<file path="config.mk">
export PLATFORM = sky130hd
export DESIGN_NAME = change_dispenser
export DESIGN_NICKNAME = d
export VERILOG_FILES = /design/src/rtl/change_dispenser.sv
export SDC_FILE = /design/constraint.sdc
export NUM_CORES = 1
export LEC_CHECK = 0
export CAP_MARGIN = 20
export CORE_MARGIN = 2
export CORE_UTILIZATION = 41
export CTS_CLUSTER_SIZE = 16
export DETAILED_ROUTE_END_ITERATION = 6
export PLACE_DENSITY = 0.86
export SLEW_MARGIN = 40
export SYNTH_ARGS = -nofsm -noshare
export SYNTH_HDL_FRONTEND = slang
export SYNTH_SLANG_ARGS = --single-unit
</file>
<file path="constraint.sdc">
create_clock -name clk -period 2 [get_ports clk]
set_input_delay 0.5 -clock clk [delete_from_list [all_inputs] [get_ports clk]]
set_output_delay 0.5 -clock clk [all_outputs]
set_load 0.05 [all_outputs]
</file>
<file path="src/rtl/change_dispenser.sv">
// Greedy coin payout stage: pays a change amount as HI/MID/LO coins, one hopper handshake per coin.
// Optional ack-wait timeout enabled by defining CHANGE_ACK_TIMEOUT_EN.
module change_dispenser #(
    parameter int WIDTH       = 8,
    parameter int DENOM_HI    = 10,
    parameter int DENOM_MID   = 5,
    parameter int DENOM_LO    = 1,
    parameter int ACK_TIMEOUT = 255
) (
    input  logic             clk,
    input  logic             clear_n,
    input  logic             start,
    input  logic [WIDTH-1:0] amount,
    input  logic [2:0]       tube_empty,
    input  logic             coin_ack,
    output logic             coin_valid,
    output logic [1:0]       coin_type,
    output logic             busy,
    output logic             done,
    output logic             fault,
    output logic [WIDTH-1:0] remaining
);

    typedef enum logic [2:0] {
        S_IDLE,
        S_SELECT,
        S_ISSUE,
        S_DONE,
        S_FAULT
    } state_t;

    localparam logic [WIDTH-1:0] HI_VAL  = WIDTH'(DENOM_HI);
    localparam logic [WIDTH-1:0] MID_VAL = WIDTH'(DENOM_MID);
    localparam logic [WIDTH-1:0] LO_VAL  = WIDTH'(DENOM_LO);

    localparam logic [1:0] COIN_HI  = 2'b11;
    localparam logic [1:0] COIN_MID = 2'b10;
    localparam logic [1:0] COIN_LO  = 2'b01;

    state_t           state_reg, state_next;
    logic [WIDTH-1:0] remaining_reg, remaining_next;
    logic [1:0]       type_reg, type_next;
    logic [WIDTH-1:0] issue_value;
    logic             timeout_hit;

`ifdef CHANGE_ACK_TIMEOUT_EN
    localparam int CNT_W = (ACK_TIMEOUT > 1) ? $clog2(ACK_TIMEOUT + 1) : 1;

    // Counter sits at zero outside ISSUE, so it is cleared on every entry to ISSUE.
    logic [CNT_W-1:0] wait_cnt_reg;

    always_ff @(posedge clk or negedge clear_n) begin
        if (!clear_n) begin
            wait_cnt_reg <= '0;
        end else if (state_reg != S_ISSUE || coin_ack) begin
            wait_cnt_reg <= '0;
        end else begin
            wait_cnt_reg <= wait_cnt_reg + CNT_W'(1);
        end
    end

    assign timeout_hit = (state_reg == S_ISSUE) && !coin_ack &&
                         (wait_cnt_reg == CNT_W'(ACK_TIMEOUT - 1));
`else
    // Without the timeout the parameter only documents the interface; this is never true.
    assign timeout_hit = (ACK_TIMEOUT < 0);
`endif

    always_comb begin
        case (type_reg)
            COIN_HI:  issue_value = HI_VAL;
            COIN_MID: issue_value = MID_VAL;
            default:  issue_value = LO_VAL;
        endcase
    end

    always_comb begin
        state_next     = state_reg;
        remaining_next = remaining_reg;
        type_next      = type_reg;
        case (state_reg)
            S_IDLE: begin
                if (start) begin
                    remaining_next = amount;
                    state_next     = S_SELECT;
                end
            end
            S_SELECT: begin
                if (remaining_reg == '0) begin
                    state_next = S_DONE;
                end else if (!tube_empty[2] && remaining_reg >= HI_VAL) begin
                    type_next  = COIN_HI;
                    state_next = S_ISSUE;
                end else if (!tube_empty[1] && remaining_reg >= MID_VAL) begin
                    type_next  = COIN_MID;
                    state_next = S_ISSUE;
                end else if (!tube_empty[0] && remaining_reg >= LO_VAL) begin
                    type_next  = COIN_LO;
                    state_next = S_ISSUE;
                end else begin
                    state_next = S_FAULT;
                end
            end
            S_ISSUE: begin
                // An ack on the final wait cycle still wins over the timeout.
                if (coin_ack) begin
                    remaining_next = remaining_reg - issue_value;
                    state_next     = S_SELECT;
                end else if (timeout_hit) begin
                    state_next = S_FAULT;
                end
            end
            S_DONE:  state_next = S_IDLE;
            S_FAULT: state_next = S_IDLE;
            default: state_next = S_IDLE;
        endcase
    end

    always_ff @(posedge clk or negedge clear_n) begin
        if (!clear_n) begin
            state_reg     <= S_IDLE;
            remaining_reg <= '0;
            type_reg      <= 2'b00;
        end else begin
            state_reg     <= state_next;
            remaining_reg <= remaining_next;
            type_reg      <= type_next;
        end
    end

    assign coin_valid = (state_reg == S_ISSUE);
    assign coin_type  = coin_valid ? type_reg : 2'b00;
    assign busy       = (state_reg != S_IDLE);
    assign done       = (state_reg == S_DONE);
    assign fault      = (state_reg == S_FAULT);
    assign remaining  = remaining_reg;

endmodule

</file>
Word-level counts from Yosys, hierarchy flattened
Cells that the tools add are included.
{ "totals": {"regBits": 13, "latch_bits": 0, "mem_bits_rw": 0, "mem_bits_ro": 0, "output_inout_bits": 14, "mem_count": 0} }
{ "op_classes": {"add_sub_neg": 1, "n_mul": 0, "div_mod_pow": 0, "order_cmp": 3, "n_eq_ne": 8, "n_shift": 0, "n_mux": 15, "n_bitwise": 1, "reduce_logical": 14} }
{ "op_table": {"columns": ["cell", "count"], "rows": [
  ["2-to-1 mux 3 bit", 6],
  ["2-to-1 mux 8 bit", 2],
  ["case mux 8 bit (2 select lines)", 1],
  ["case mux 3 bit (3 select lines)", 1],
  [">= comparator 8 x 1 -> 1 bit (second input constant)", 1],
  [">= comparator 8 x 3 -> 1 bit (second input constant)", 1],
  [">= comparator 8 x 4 -> 1 bit (second input constant)", 1],
  ["logical NOT 8 bit", 1],
  ["2-to-1 mux 2 bit", 4],
  ["case mux 4 bit (2 select lines)", 1],
  ["subtractor 8 bit", 1],
  ["equality test 3 x 2 -> 1 bit (second input constant)", 2],
  ["AND reduction 3 bit", 2],
  ["nonzero test 3 bit", 2],
  ["equality test 2 bit (second input constant)", 2],
  ["inequality test 2 bit (second input constant)", 2],
  ["equality test 3 x 1 -> 1 bit (second input constant)", 1],
  ["equality test 3 bit (second input constant)", 1],
  ["logical AND 1 bit", 3],
  ["logical NOT 1 bit", 3],
  ["logical NOT 3 bit", 1],
  ["AND reduction 2 bit", 1],
  ["nonzero test 2 bit", 1],
  ["inverter 1 bit", 1]
]} }

Logic depth before layout (Yosys ltp)
Gate-level depths: netlist (run 1).
{ "logic_depth": {"word_depth": 7, "ltp_mapped": 9, "mapped_depth_nobuf": 9} }

Worst setup path after synthesis (run 1)
OpenSTA, ideal clock, no wires.
{ "synth_path": {"path_kind": "reg-to-output", "startpoint": "reg state_reg[1]", "endpoint": "out fault", "arrival_ns": 1.763, "slack_ns": -0.263, "path_stages_with_launch": 3, "path_buffers": 1, "path_cell_list": "dfrtp_1 clkbuf_1 nor3b_1"} }
{ "synth_via": {"elab_chain_len": 1} }
{ "synth_lines": {"columns": ["element", "line", "source"], "rows": [
  ["start: declaration", "40", "state_t state_reg, state_next;"],
  ["start signal: assignment", "125", "state_reg <= state_next;"],
  ["equality test 3 bit", "135", "assign fault = (state_reg == S_FAULT);"],
  ["end: declaration", "20", "output logic fault,"]
]} }
No other way between the ends.

Worst setup path after layout (run 1)
{ "layout_path": {"startpoint": "reg type_reg[0]", "endpoint": "reg remaining_reg[5] (netlist: remaining[5])"} }
{ "layout_via": {"elab_chain_len": 5, "word_cells_on_any_way": 6} }
{ "layout_lines": {"columns": ["element", "line", "source"], "rows": [
  ["start: declaration", "42", "logic [1:0] type_reg, type_next;"],
  ["start signal: assignment", "127", "type_reg <= type_next;"],
  ["equality test 2 bit", "70", "case (type_reg)"],
  ["case mux 4 bit (2 select lines) *", "70", null],
  ["subtractor 8 bit *", "107", "remaining_next = remaining_reg - issue_value;"],
  ["2-to-1 mux 8 bit *", "106", "if (coin_ack) begin"],
  ["case mux 8 bit (2 select lines) *", "81", "case (state_reg)"],
  ["end signal: assignment", "126", "remaining_reg <= remaining_next;"],
  ["end: declaration", "41", "logic [WIDTH-1:0] remaining_reg, remaining_next;"]
]} }
Every way passes the cells marked *; elsewhere a longest branch is shown, timed or not. The select of a mux whose other input is x is not followed.
A chain may end at the register's enable or synchronous reset.

==> flow_metrics.py, run 1 <==
metrics = {
    "run_status": {
        "status": "complete, but fails checks",
        "violations": "setup timing",
    },
    "synthesis": {
        "avgSynthCellArea_sq_um": 8.819,
        "synth_top_family_by_area": "simple AND/OR/NAND/NOR gates",
        "synth_cell_types": 41,
        "syn_area_sq_um": 917.1,
        "syn_inst": 104,
        "synth_compound_area_frac": 0.2265,
        "yosys.area_share.adder": 0.07640,
        "synth_area_leaders": "dfrtp_1, o21ai_0, ha_1",
        "synth-edff-count": 0,
        "syn-num-nets": 124,
        "yosysTopAreaCell": "dfrtp_1",
        "yosysTopAreaCellShare": 0.3547,
        "ys_seq_area_frac": 0.3547,
        "synth_xor_area_frac": 0.009550,
        "synth_flop_cell": "dfrtp_1",
        "ys_ff_latch": 13,
        "muxShareOfSynthArea": 0.02729,
        "ys_warn_count": 0,
        "yosys.area_share.simple": 0.2851,
        "async_flop_share": 1.000,
    },
    "final_layout": {
        "syn2layout_area_growth_pct": 57.30,
        "ff_latch_area_sq_um": 329.1,
        "largest_reg_flops": 8,
        "antenna_cells": 0,
        "fillCellCount": 178,
        "drive_gt1_frac": 0.3557,
        "stdcell_count": 177,
        "multiInputGateArea_sq_um": 616.8,
        "fin_nets": 170,
        "mostFrequentLayoutCell": "buf_4",
        "layout_common_cells": "buf_4, clkdlybuf4s50_1, nor2_1",
    },
    "timing": {
        "tightest_slew_ns": 0.6355,
        "postLayoutSetupSlackWorst_ns": -0.02802,
        "hold_viol": 0,
        "whs_ns": 0.5974,
        "finalMaxSlewViolations": 0,
        "skew_ns": 0.008795,
        "period_share": 1.014,
        "rsz0062_at_grt": "yes",
        "relSlewSlack": 0.5750,
        "max_freq_ghz": 0.4931,
        "min_period_ns": 2.028,
        "setup-violations-final": 1,
    },
    "critical_path": {
        "slowest_stage": "dfrtp_1",
        "path_cells": "nand2_2, buf_6, ha_1, nor2b_2, o31a_1, nor3_2, a31oi_1, o22a_1",
        "critPathKind": "flip-flop to flip-flop",
        "slowest_delay_ns": 0.39,
        "critPathLaunchType": "flip-flop",
        "critPathArrivalTime_ns": 2.19,
        "crit_path_end_kind": "flip-flop",
        "worstPathRequired_ns": 2.17,
        "crit_path_max_fanout": 3,
    },
    "clock_network": {
        "cts_tree": "yes",
        "clk_latency_ns": 0.28,
        "clk_pin_slew_ns": 0.09,
        "ctsRootBufferMaster": "clkbuf_4",
        "clock-sinks": 13,
        "holdBufCountCts": 0,
        "htree_levels": 1,
        "numCtsBuffers": 3,
        "clock_path_buffers": 2,
    },
    "grt": {
        "use_met2": 0.3788,
        "grt_use_met3": 0.01754,
        "top_usage_layer": "met2",
        "use_met1": 0.2509,
        "gr-total-overflow": 0,
        "grt_max_degree": 14,
        "antenna_found_initial": 0,
        "track_usage": 0.2136,
        "grt_first_pass_wirelength_mm": 4.188,
        "grt_pass1_vias": 955,
    },
    "route": {
        "ant_nets": 0,
        "finalWirelength_mm": 2.648,
        "drcViolationCount": 0,
        "num_vias": 1001,
        "drt-pass1-iter-count": 4,
        "drt-initial-drc-count": 24,
        "vias_per_cell": 5.655,
        "wl_per_cell_um": 14.96,
    },
    "power": {
        "power_density_nw_per_um2": 1950,
        "p_leak_nw": 0.6036,
        "ir_drop_mv": 1.366,
    },
    "min_path": {
        "hold_class": "primary input to asynchronous set/reset pin",
    },
    "floorplanning": {
        "ioPinCount": 29,
        "core_sq_um": 2170,
        "die_h_um": 51.30,
        "dieArea_sq_um": 2631,
        "rows": 17,
        "start_util": 0.4227,
        "fp.dieW_um": 51.30,
    },
    "place": {
        "gp_congestion": 0.9055,
        "dp.cells": 166,
        "portBuffers": 28,
        "dp_hpwl_mm": 1.899,
    },
    "flow_run": {
        "max-cap-violations": 0,
    },
}
## where the power goes
part	switching, W	leakage, nW	internal [W]	total, W
clock network	0.0000943	0.0150	0.0000774	0.000172
logic	0.00116	0.442	0.000927	0.00209
registers	0.000168	0.147	0.000384	0.000552
total	0.00142	0.604	0.00139	0.00281
## Yosys cell counts (all sizes together) (3+ instances only)
master / number
ha: 4
a21oi: 8
nand2: 8
o21ai: 11
nor2: 14
nor3: 3
nand2b: 3
and3: 3
inv: 3
dfrtp: 13
## cell type report
type                    count  area share
inverters                   4     0.01301
clock buffers               4     0.01821
flip-flops and latches     13      0.2281
multi-input cells          86      0.4276
repair buffers             42      0.2888
well taps                  28     0.02428
## cells by family after synthesis
group,after synthesis
compound gates,33
buf+inv,5
fa+ha+maj,5
flops,13
simple gates,45
xor+xnor,1
mux,2
## per-layer routing
metal	up-vias	wire length, um	part of all wire
li1	477	-	-
met1	479	1061	0.40
met2	35	1408	0.53
met3	10	96	0.036
met4	0	81	0.031
met5	-	0	0
## stage by stage
| step | instance area (sq um) | worst slack (ns) | TNS (ns) | total power (W) | util |
|---|---|---|---|---|---|
| after global placement | 1321 | -0.03464 | -0.03464 | 0.002249 | 0.6090 |
| after floorplan | 929.6 | 0.02857 | 0 | 0.001709 | - |
| after detailed placement | 1321 | -0.1168 | -0.1253 | 0.002307 | 0.6090 |
| after global routing | 1443 | -0.09290 | -0.2133 | 0.002988 | 0.6649 |
| final | 1443 | -0.02802 | -0.02802 | 0.002813 | 0.6649 |
| after CTS | 1355 | 0.008993 | 0 | 0.002507 | 0.6246 |
## what timing repair did
item	CTS	global route
buffers inserted	0	7
pin swaps	0	8
endpoints found under the setup margin	3	5
gates resized for setup	2	7
## path summary, 6_finish.rpt
| kind | from | end | slack [ns] | cells past startpoint |
|---|---|---|---|---|
| min reg2reg | state_reg[1] | state_reg[0] | 0.60 | 2 |
| min in group clk | state_reg[1] | state_reg[0] | 0.60 | 2 |
| max in group asynchronous | clear_n | remaining[3] | 0.95 | 1 |
| min | clear_n | remaining[2] | 0.60 | 1 |
| max | type_reg[0] | remaining[5] | -0.03 | 8 |
| max reg2reg | type_reg[0] | remaining[5] | -0.03 | 8 |
## critical path, delay by kind of cell, from the launching register on
| family | cells | cell delay [ns] |
|---|---|---|
| buf+inv | 1 | 0.13 |
| fa+ha+maj | 1 | 0.26 |
| simple gates | 3 | 0.46 |
| flops | 1 | 0.39 |
| compound gates | 3 | 0.68 |
No activity file was read; power rests on OpenSTA's default activity.
==> run 2: changes to the inputs <==
Settings changed: GPL_TIMING_DRIVEN from default to 0, HOLD_SLACK_MARGIN from default to 0.03, REMOVE_ABC_BUFFERS from default to 1.
==> run 2 against run 1 <==
The flow now finishes without violations. Register-to-register slack better by 0.09 ns. Core utilization is 5.0 points lower. Maximum frequency is 4.4% higher. Clock skew fell by 0.0040 ns. Sequential cell count stayed put. Count of clock-buffer cells in the layout unchanged. Cell count decreased by 5.1%. Sequential share of layout area up 1.8 points. First-iteration DRC count is 38% lower. Clock power about the same. Design area shrank 7.5%. Via count fell by 4.7%.
==> flow_metrics.py, run 2 (synthesis results as in run 1) <==
metrics = {
    "route": {
        "wl_per_cell_um": 14.93,
        "top_layer_used": "met4",
        "drt-initial-drc-count": 15,
        "finalWirelength_mm": 2.508,
        "vias_per_cell": 5.679,
        "ant_nets": 0,
        "num_vias": 954,
        "met2_length_mm": 1.340,
        "wl_met1_mm": 1.018,
        "drt-pass1-iter-count": 4,
        "drcViolationCount": 0,
        "wl_met3_um": 97,
    },
    "timing": {
        "max_freq_ghz": 0.5147,
        "min_period_ns": 1.943,
        "period_share": 0.9714,
        "finalMaxSlewViolations": 0,
        "setup-violations-final": 0,
        "hold_viol": 0,
        "skew_ns": 0.004763,
        "relSlewSlack": 0.5794,
        "tightest_slew_ns": 0.6290,
    },
    "power": {
        "p_switching_w": 0.001359,
        "intPower_w": 0.001133,
        "clkPwrFrac": 0.070,
        "combPwrFrac": 0.694,
        "ir_drop_mv": 1.017,
        "p_seq_frac": 0.236,
        "power_density_nw_per_um2": 1867,
        "total_power_w": 0.002492,
        "p_leak_nw": 0.5485,
        "switching_share": 0.5452,
    },
    "critical_path": {
        "rr_worst_depth": 9,
        "critPathLaunchType": "flip-flop",
        "path_cells": "nand2_2, ha_4, inv_1, fa_2, a21o_1, a21oi_2, o21ai_0, and2b_2, a21oi_1",
        "critPathArrivalTime_ns": 2.16,
        "r2r_end": "remaining[4]",
        "critPathBufInv": 1,
        "reg2reg_slack_ns": 0.06,
        "cp_top_family": "compound AO/OA/AOI/OAI gates",
        "slowest_delay_ns": 0.40,
        "slowest_stage": "dfrtp_1",
        "r2r_start": "type_reg[0]",
        "crit_start": "type_reg[0]",
        "path_depth": 9,
        "critPathKind": "flip-flop to flip-flop",
        "crit_end": "remaining[4]",
        "worstPathRequired_ns": 2.22,
        "crit_path_max_fanout": 3,
        "crit_path_end_kind": "flip-flop",
    },
    "grt": {
        "track_usage": 0.2046,
        "gr-total-overflow": 0,
        "antenna_found_initial": 0,
        "grt_first_pass_wirelength_mm": 3.960,
        "grt_max_degree": 15,
        "grt_pass1_vias": 900,
    },
    "clock_network": {
        "holdBufCountCts": 0,
        "htree_levels": 1,
        "clk_pin_slew_ns": 0.09,
        "clk_latency_ns": 0.29,
        "ctsRootBufferMaster": "clkbuf_4",
        "cts_tree": "yes",
        "clock-sinks": 13,
        "numCtsBuffers": 3,
        "clock_path_buffers": 2,
    },
    "place": {
        "placedInstanceArea_sq_um": 1229,
        "dp_hpwl_mm": 1.719,
        "gp_congestion": 0.8960,
        "portBuffers": 28,
    },
    "final_layout": {
        "layout_common_cells": "clkdlybuf4s50_1, nor2_1, o21ai_0",
        "fillCellCount": 188,
        "largest_reg_flops": 8,
        "fin_nets": 161,
        "mostFrequentLayoutCell": "clkdlybuf4s50_1",
        "drive_gt1_frac": 0.2643,
        "final_cell_area_sq_um": 1335,
        "syn2layout_area_growth_pct": 45.57,
        "antenna_cells": 0,
    },
    "flow_run": {
        "max-cap-violations": 0,
    },
    "floorplanning": {
        "ioPinCount": 29,
        "start_util": 0.4227,
        "dieArea_sq_um": 2631,
        "fp.dieW_um": 51.30,
        "die_h_um": 51.30,
        "core_sq_um": 2170,
        "rows": 17,
    },
    "min_path": {
        "hold_class": "primary input to asynchronous set/reset pin",
    },
    "run_status": {
        "status": "completed",
    },
}
[run 2: cell types whose count changed in the layout (fill, tap and decap cells not counted), sizes merged]
cell	change
dlygate4sd2	+7
inv	+1
dlymetal6s2s	+1
clkinvlp	-1
buf	-19
clkdlybuf4s15	+2
[run 2: stage by stage]
step / instances / setup slack, ns / setup TNS (ns) / util / hold WS [ns]
floorplan: 103 / -0.1694 / -0.4158 / - / 0.2044
global placement: 159 / -0.3999 / -1.132 / 0.5663 / 0.5380
detailed placement: 159 / -0.4356 / -1.403 / 0.5663 / 0.5374
CTS: 166 / 0.007144 / 0 / 0.5842 / 0.6090
global route: 168 / -0.03737 / -0.09608 / 0.6153 / 0.6299
finish: 168 / 0.05729 / 0 / 0.6153 / 0.5921
[run 2: worst min-delay path by stage]
stage	endpoint	slack [ns]	cells after the start
6_report	remaining[1]	0.59	1
5_1_grt	remaining[0]	0.63	2
4_1_cts	remaining[1]	0.61	1
3_5_place_dp	type_reg[0]	0.54	1
3_3_place_gp	type_reg[0]	0.54	1
2_1_floorplan	remaining[0]	0.20	0
[run 2: what timing repair did]
| item | 4_1_cts | 5_1_grt |
|---|---|---|
| hold endpoints to repair | 0 | 0 |
| setup buffers | 3 | 2 |
| resized for setup | 41 | 13 |
| endpoints found under the setup margin | 15 | 6 |
| pin swaps | 2 | 2 |
[run 2: cell type report]
type                            count  area, sq um  share of cell area
Sequential cell                    13        329.1              0.2465
Clock buffer                        4        26.28             0.01968
Multi-Input combinational cell     86        630.6              0.4724
Timing Repair Buffer               33        296.5              0.2221
Inverter                            4        17.52             0.01312
Tap cell                           28        35.03             0.02624
[run 2: layer usage]
metal / up-vias / track usage
li1: 456 / -
met1: 470 / 0.2353
met2: 23 / 0.3723
met3: 5 / 0.01754
met4: 0 / 0.1096
met5: - / 0
[run 2: power groups by stage]
stage	registers (W)	clock network [W]	logic (W)
6_report	0.000588	0.000175	0.00173
4_1_cts	0.000569	0.000171	0.00158
3_3_place_gp	0.000565	0	0.00152
5_1_grt	0.000610	0.000186	0.00186
3_5_place_dp	0.000577	0	0.00156
2_1_floorplan	0.000804	0	0.000871
